<file path="src/rtl/irq_pending_arb_if.sv">
// Handshake/request bundle between the pending-request arbiter and its consumer.
// Mask signals exist only when IRQ_PENDING_MASK_EN is defined.
interface irq_pending_arb_if #(
  parameter int IN_WIDTH = 4
);
  localparam int OUT_WIDTH = $clog2(IN_WIDTH);

  logic [IN_WIDTH-1:0]  req;
  logic                 valid;
  logic [OUT_WIDTH-1:0] index;
  logic                 ready;
  logic [IN_WIDTH-1:0]  pending;
`ifdef IRQ_PENDING_MASK_EN
  logic                 mask_we;
  logic [IN_WIDTH-1:0]  mask_wdata;
`endif

  // The arbiter is the source of valid/index, hence the master side.
  modport master (
    input  req,
    input  ready,
`ifdef IRQ_PENDING_MASK_EN
    input  mask_we,
    input  mask_wdata,
`endif
    output valid,
    output index,
    output pending
  );

  modport slave (
    output req,
    output ready,
`ifdef IRQ_PENDING_MASK_EN
    output mask_we,
    output mask_wdata,
`endif
    input  valid,
    input  index,
    input  pending
  );
endinterface

</file>
<file path="src/rtl/irq_pending_arb.sv">
// Sticky pending-request collector with MSB-wins arbitration and valid/ready grant.
// Optional per-line mask enabled by defining IRQ_PENDING_MASK_EN.
module irq_pending_arb #(
  parameter int IN_WIDTH = 4
) (
  input  logic                  clk,
  input  logic                  rst,
  irq_pending_arb_if.master     arb
);
  localparam int OUT_WIDTH = $clog2(IN_WIDTH);

  typedef enum logic {
    ST_IDLE    = 1'b0,
    ST_PRESENT = 1'b1
  } state_t;

  state_t               state_q, state_d;
  logic [OUT_WIDTH-1:0] index_q, index_d;
  logic [IN_WIDTH-1:0]  pending_q, pending_d;
  logic [IN_WIDTH-1:0]  mask_eff;
  logic [IN_WIDTH-1:0]  clr;
  logic [IN_WIDTH-1:0]  elig_cur;
  logic [IN_WIDTH-1:0]  elig_next;
  logic                 valid;
  logic                 handshake;

  function automatic logic [OUT_WIDTH-1:0] msb_index(input logic [IN_WIDTH-1:0] v);
    msb_index = '0;
    for (int i = 0; i < IN_WIDTH; i++) begin
      if (v[i]) msb_index = OUT_WIDTH'(i);
    end
  endfunction

`ifdef IRQ_PENDING_MASK_EN
  logic [IN_WIDTH-1:0] mask_q;

  always_ff @(posedge clk) begin
    if (rst) begin
      mask_q <= '0;
    end else if (arb.mask_we) begin
      mask_q <= arb.mask_wdata;
    end
  end

  assign mask_eff = mask_q;
`else
  assign mask_eff = '0;
`endif

  assign valid     = (state_q == ST_PRESENT);
  assign handshake = valid && arb.ready;

  generate
    for (genvar gi = 0; gi < IN_WIDTH; gi++) begin : g_clr
      assign clr[gi] = handshake && (index_q == OUT_WIDTH'(gi));
    end
  endgenerate

  // Set wins over clear: a line re-requested in its own grant cycle stays pending.
  assign pending_d = (pending_q & ~clr) | arb.req;
  assign elig_cur  = pending_q & ~mask_eff;
  assign elig_next = pending_d & ~mask_eff;

  always_comb begin
    state_d = state_q;
    index_d = index_q;
    case (state_q)
      ST_IDLE: begin
        if (|elig_cur) begin
          index_d = msb_index(elig_cur);
          state_d = ST_PRESENT;
        end
      end
      ST_PRESENT: begin
        // Index is frozen until accepted, even if priorities or mask change.
        if (arb.ready) begin
          if (|elig_next) begin
            index_d = msb_index(elig_next);
          end else begin
            state_d = ST_IDLE;
          end
        end
      end
      default: state_d = ST_IDLE;
    endcase
  end

  always_ff @(posedge clk) begin
    if (rst) begin
      state_q   <= ST_IDLE;
      index_q   <= '0;
      pending_q <= '0;
    end else begin
      state_q   <= state_d;
      index_q   <= index_d;
      pending_q <= pending_d;
    end
  end

  assign arb.valid   = valid;
  assign arb.index   = index_q;
  assign arb.pending = pending_q;
endmodule
</file>
<file path="src/flat_wrapper.sv">
// flat-port wrapper written by rule: the top's interface ports become plain ports
module irq_pending_arb_flat 
#(
  parameter int IN_WIDTH = 4
)
  (clk, rst, arb_req, arb_ready, arb_valid, arb_index, arb_pending);
  irq_pending_arb_if #(.IN_WIDTH(IN_WIDTH)) arb_i ();
  input  logic clk;
  input  logic rst;
  input wire logic [$bits(arb_i.req)-1:0] arb_req;
  input wire logic [$bits(arb_i.ready)-1:0] arb_ready;
  output wire logic [$bits(arb_i.valid)-1:0] arb_valid;
  output wire logic [$bits(arb_i.index)-1:0] arb_index;
  output wire logic [$bits(arb_i.pending)-1:0] arb_pending;
  assign arb_i.req = arb_req;
  assign arb_i.ready = arb_ready;
  assign arb_valid = arb_i.valid;
  assign arb_index = arb_i.index;
  assign arb_pending = arb_i.pending;
  irq_pending_arb #(.IN_WIDTH(IN_WIDTH)) u_core (.clk(clk), .rst(rst), .arb(arb_i));
endmodule
</file>
<file path="config.mk">
export PLATFORM = sky130hd
export DESIGN_NAME = irq_pending_arb_flat
export DESIGN_NICKNAME = d
export VERILOG_FILES = /design/src/rtl/irq_pending_arb_if.sv /design/src/rtl/irq_pending_arb.sv /design/src/flat_wrapper.sv
export SDC_FILE = /design/constraint.sdc
export NUM_CORES = 1
export LEC_CHECK = 0
export CAP_MARGIN = 40
export CORE_AREA = 4 4 41 43
export DETAILED_ROUTE_END_ITERATION = 12
export DIE_AREA = 0 0 45 47
export PLACE_DENSITY = 0.59
export RECOVER_POWER = 100
export SLEW_MARGIN = 20
export SYNTH_ARGS = -nofsm -noshare
export SYNTH_HDL_FRONTEND = slang
export SYNTH_SLANG_ARGS = --single-unit
</file>
<file path="constraint.sdc">
create_clock -name clk -period 2 [get_ports clk]
set_input_delay 0.5 -clock clk [delete_from_list [all_inputs] [get_ports clk]]
set_output_delay 0.5 -clock clk [all_outputs]
set_load 0.05 [all_outputs]
</file>
Yosys cells after proc, flatten, opt, wreduce, memory -nomap -nowiden --
Index checks and enable logic that the tools add are counted.
Word-level totals: output and inout port bits 7, bits of input ports 7, flip-flop bits (word level) 7
Cells by class: equality and inequality tests 6, bitwise logic cells 4, reductions and logical operators 9, multiplexer cells 14
Operators with widths (number):
- 2-to-1 mux 2 bit | 7
- OR reduction 4 bit | 2
- logical AND 1 bit | 5
- 2-to-1 mux 1 bit | 5
- AND 4 bit | 1
- equality test 2 bit, second input constant | 2
- inequality test 2 bit, second input constant | 2
- inverter 4 bit | 1
- OR 4 bit | 1
- case mux 2 bit (2 select lines) | 1
- AND reduction 3 bit | 1
- equality test 2 x 1 -> 1 bit, second input constant | 1
- zero test 2 bit | 1
- inequality test 2 x 1 -> 1 bit, second input constant | 1
- case mux 1 bit (2 select lines) | 1
- inverter 1 bit | 1

Longest topological paths before layout --
word-level depth 11, depth in mapped cells 5, mapped depth without buffers 5

Least setup slack after synthesis --
OpenSTA, ideal clock, no wires.
path type register -> register, start point reg u_core.state_q, in the netlist u_core.arb.valid, end point reg u_core.index_q[1], in the netlist u_core.arb.index[1], arrival time 1.642 ns, buffers on the path 0, path slack 0.291 ns, period minus slack after synthesis 1.709 ns, cell stages (with the launch flop) 6, library setup time 0.067 ns, path through dfxtp_1 -> nand4b_1 -> a21oi_1 -> nand4_4 -> a31o_1 -> a21oi_2
Between the ends: word-level cells in the longest chain between the ends 10, elaborated cells on any way between the ends 19
Ends and longest elaborated chain:
- start, declared | RTL line irq_pending_arb.sv:17 | state_t state_q, state_d;
- start signal, assigned | RTL line irq_pending_arb.sv:94 | state_q <= state_d;
- logical AND 1 bit | RTL line irq_pending_arb.sv:51 | assign handshake = valid && arb.ready;
- logical AND 1 bit | RTL line irq_pending_arb.sv:55 | assign clr[gi] = handshake && (index_q == OUT_WIDTH'(gi));
- inverter 4 bit | RTL line irq_pending_arb.sv:60 | assign pending_d = (pending_q & ~clr) | arb.req;
- AND 4 bit | RTL line irq_pending_arb.sv:60
- OR 4 bit | RTL line irq_pending_arb.sv:60
- 2-to-1 mux 2 bit (2 in series) | RTL line irq_pending_arb.sv:30 | if (v[i]) msb_index = OUT_WIDTH'(i);
- 2-to-1 mux 2 bit | RTL line irq_pending_arb.sv:77 | if (|elig_next) begin
- 2-to-1 mux 2 bit | RTL line irq_pending_arb.sv:76 | if (arb.ready) begin
- case mux 2 bit (2 select lines) | RTL line irq_pending_arb.sv:67 | case (state_q)
- end signal, assigned | RTL line irq_pending_arb.sv:95 | index_q <= index_d;
- end, declared | RTL line irq_pending_arb.sv:18 | logic [OUT_WIDTH-1:0] index_q, index_d;
Parallel ways exist; a longest one is shown, timed or not. The select of a mux whose other input is x is not followed. A chain may end at the register's enable or synchronous reset.

Worst setup path in the final report --
start point in arb_ready, end point reg u_core.index_q[1], in the netlist u_core.arb.index[1]
Between the ends: word-level cells in the longest chain between the ends 10, elaborated cells on any way between the ends 17
Ends and longest elaborated chain:
- start, declared | RTL line flat_wrapper.sv:11 | input wire logic [$bits(arb_i.ready)-1:0] arb_ready;
- logical AND 1 bit | RTL line irq_pending_arb.sv:51
- logical AND 1 bit | RTL line irq_pending_arb.sv:55
- inverter 4 bit | RTL line irq_pending_arb.sv:60
- AND 4 bit | RTL line irq_pending_arb.sv:60
- OR 4 bit | RTL line irq_pending_arb.sv:60
- 2-to-1 mux 2 bit (2 in series) | RTL line irq_pending_arb.sv:30
- 2-to-1 mux 2 bit | RTL line irq_pending_arb.sv:77
- 2-to-1 mux 2 bit | RTL line irq_pending_arb.sv:76
- case mux 2 bit (2 select lines) | RTL line irq_pending_arb.sv:67
Parallel ways exist; a longest one is shown, timed or not. The select of a mux whose other input is x is not followed.

==> qor.csv <==
metric,value,unit
status,completed,
sequential area share after synthesis,38.36,%
setup ws final,148.8,ps
TritonCTS clock tree,yes,
Max clock buf depth,2,
P_sw,0.1483,mW
layout cells sized above 1,13.11,%
# port buffers,13,
TritonCTS buffer count,3,
Clock Latency Late Sink,250,ps
Antenna diodes,0,
max_cap viols,0,
share of flip-flops with an asynchronous set or reset,0,%
hpwl dp,681,um
Sequential Power Share,40.8,%
startpoint types,primary input,
Vias per Instance,4.789,
Reg2Reg Depth,6,
DRT Pass-1 Iters,4,
Crit path required time,2180,ps
R2R Path Start,u_core.arb.valid,
Core Rows,13,
xor/xnor cell area share of the yosys netlist,0,%
CP max FO,6,
WL final,912,um
main combinational cell family by area after synthesis,simple AND/OR/NAND/NOR gates,
Post-synth top flop,dfxtp_1,
filler instances,141,
largest net degree at the start of global routing,10,
Comb power frac,27.6,%
RR Endpoint,u_core.arb.index[1],
Avg Inst Size Synth,8.911,um2
end point of the critical path,u_core.arb.index[1],
Die W,45,um
DR vias,364,
worst min path class,flip-flop to flip-flop,
Layout Cells excl Fill,76,
Initial Utilization,28.08,%
CTS root buffer,clkbuf_4,
Compound-Gate Fraction of Synth Area,18.49,%
min Tclk post-route,1851,ps
top-count cell post-synth,dfxtp_1,
Clock power frac,31.6,%
top-area cell type share of the netlist area,38.36,%
fmax,540.2,MHz
Adder-Cell Fraction of Synth Area,0,%
Worst Setup SP,arb_ready,
vias in the first global route,342,
Post-CTS Repair Setup Buffers,0,
DR iter-0 viols,1,
Clock Skews,0.9093,ps
# DRC,0,
design internal power,0.2697,mW
Sw Share,35.48,%
Synth Net Count,48,
Mapped Cells,41,
gr usage total,10.35,%
"top cells by area, synth","dfxtp_1 (38%), a21oi_1 (6.8%), nand2b_1 (6.8%)",
post-synthesis mux area share,2.740,%
Slew @ Worst Pin,600.1,ps
Finish-stage setup viols,0,
Inst Count DP,72,
"Hold Vio Cnt, Final",0,
first-pass GRT wire length,1490,um
cts hold-fix bufs,0,
"worst slack, placed",-47.36,ps
Die Ht,47,um
RSZ-0062 raised after global routing,false,
H-tree depth,1,
Nets,69,
num ports,14,
Leak,0.2003,nW
hold_sp,u_core.arb.index[0],
Synth Area in Simple Gates,37.33,%
Final ANT Viol Nets,0,
Max VDD drop,0.0003830,V
slew margin rel.,60.17,%
Synth Warn #,0,
flop and latch count out of synthesis,7,
Final TNS setup,0,ps
cell area after synthesis,365.4,um2
Slew Limit Fails,0,
"top cells by count, synth","dfxtp_1 (7), a21oi_1 (5), nand2b_1 (4), nor2_1 (4), nand3_1 (3)",
slack of the worst reg-to-reg path,470,ps
Avg WL per Cell,12.00,um
Crit Path Class,primary input to flip-flop,
dominant cell type by area after synthesis,dfxtp_1,
CP endpoint kind,flip-flop,
Post-synth EDFFs,0,
post-cts repair resize count,0,
die area,2115,um2
GPL Wtd Cong,0.7848,
initial antenna violation count,0,
post-synthesis cell type count,19,
pwr/cell area,816.8,nW/um2
"Reg clk slew, reported paths",50,ps
grt total ovfl,0,
Crit path arrival time,2030,ps
Area Overhead vs Synth,40.07,%
total clock sinks,7,
core box area,1301,um2
Tcrit/Tclk final,92.56,%
## placed cells by master, fill, tap and decap left out
cell and n:
nor2_1 4, a21oi_1 7, nand4_1 1, nand2_1 2, nand2b_1 4, a211o_1 1
nand4_4 1, nand4bb_1 1, buf_4 3, mux2i_1 1, or3_4 1, clkbuf_4 3
clkbuf_1 9, inv_1 2, nand3_1 3, dfxtp_1 7, nand4b_1 2, clkdlybuf4s50_1 6
or3_1 1, a31o_1 1, a211oi_1 1
## through the flow
stage          hold slack (ps)  total power [mW]  area, um2  utilization (%)
6_report                 563.9            0.4180      511.7            39.33
5_1_grt                  590.2            0.4423      511.7            39.33
4_1_cts                  569.7            0.4419      549.3            42.21
3_5_place_dp             559.6            0.3032      523.0            40.19
3_3_place_gp             551.2            0.3039      523.0            40.19
2_1_floorplan            617.4            0.2524      365.4                -
## power groups by stage
stage | logic, mW | registers [mW] | clock network (mW)
after global placement | 0.131 | 0.173 | 0
after CTS | 0.130 | 0.171 | 0.142
final | 0.115 | 0.171 | 0.132
after global routing | 0.123 | 0.173 | 0.146
after detailed placement | 0.130 | 0.174 | 0
after floorplan | 0.0403 | 0.212 | 0
## how the worst min path moves through the flow
| stage | to | slack, ps | depth (start not counted) |
|---|---|---|---|
| after floorplan | u_core.arb.pending[3] | 620 | 2 |
| final | u_core.arb.index[0] | 560 | 2 |
| after CTS | u_core.arb.index[0] | 570 | 2 |
| after global routing | u_core.arb.pending[3] | 590 | 2 |
| after detailed placement | u_core.arb.index[0] | 560 | 2 |
| after global placement | u_core.arb.pending[3] | 550 | 2 |
## sequential cells by signal (all words and copies together), names as in the netlist
name                flops
u_core.arb.pending      4
u_core.arb.index        2
u_core.arb.valid        1
## kinds of logic (layout without fill, tap and decap cells)
family / count (synthesis) / in the layout
muxes: 1 / 1
and+or+nand+nor: 20 / 20
buffers and inverters: 3 / 23
DFF: 7 / 7
AOI/OAI and AO/OA: 10 / 10
## worst max-delay path, cell delays in order
cell             delay, ps
clkdlybuf4s50_1        560
nand4b_1               130
a21oi_1                160
clkbuf_1               190
nand4_4                130
a31o_1                 250
a21oi_1                110
## per-layer routing
metal / track usage (%) / vias to the layer above / wire length, um
met5: 0 / - / 0
met4: 3.509 / 0 / 0
met3: 6.897 / 0 / 75
met2: 14.69 / 12 / 401
met1: 12.50 / 162 / 435
li1: - / 190 / -
## layout make-up
cell class	count	area [um2]	area share (%)
Tap cell	15	18.77	3.667
Multi-Input combinational cell	31	206.4	40.34
Sequential cell	7	140.1	27.38
Timing Repair Buffer	17	112.6	22.00
Inverter	2	7.507	1.467
Clock buffer	4	26.28	5.134
Note: power is estimated with default switching activity, not from simulation.
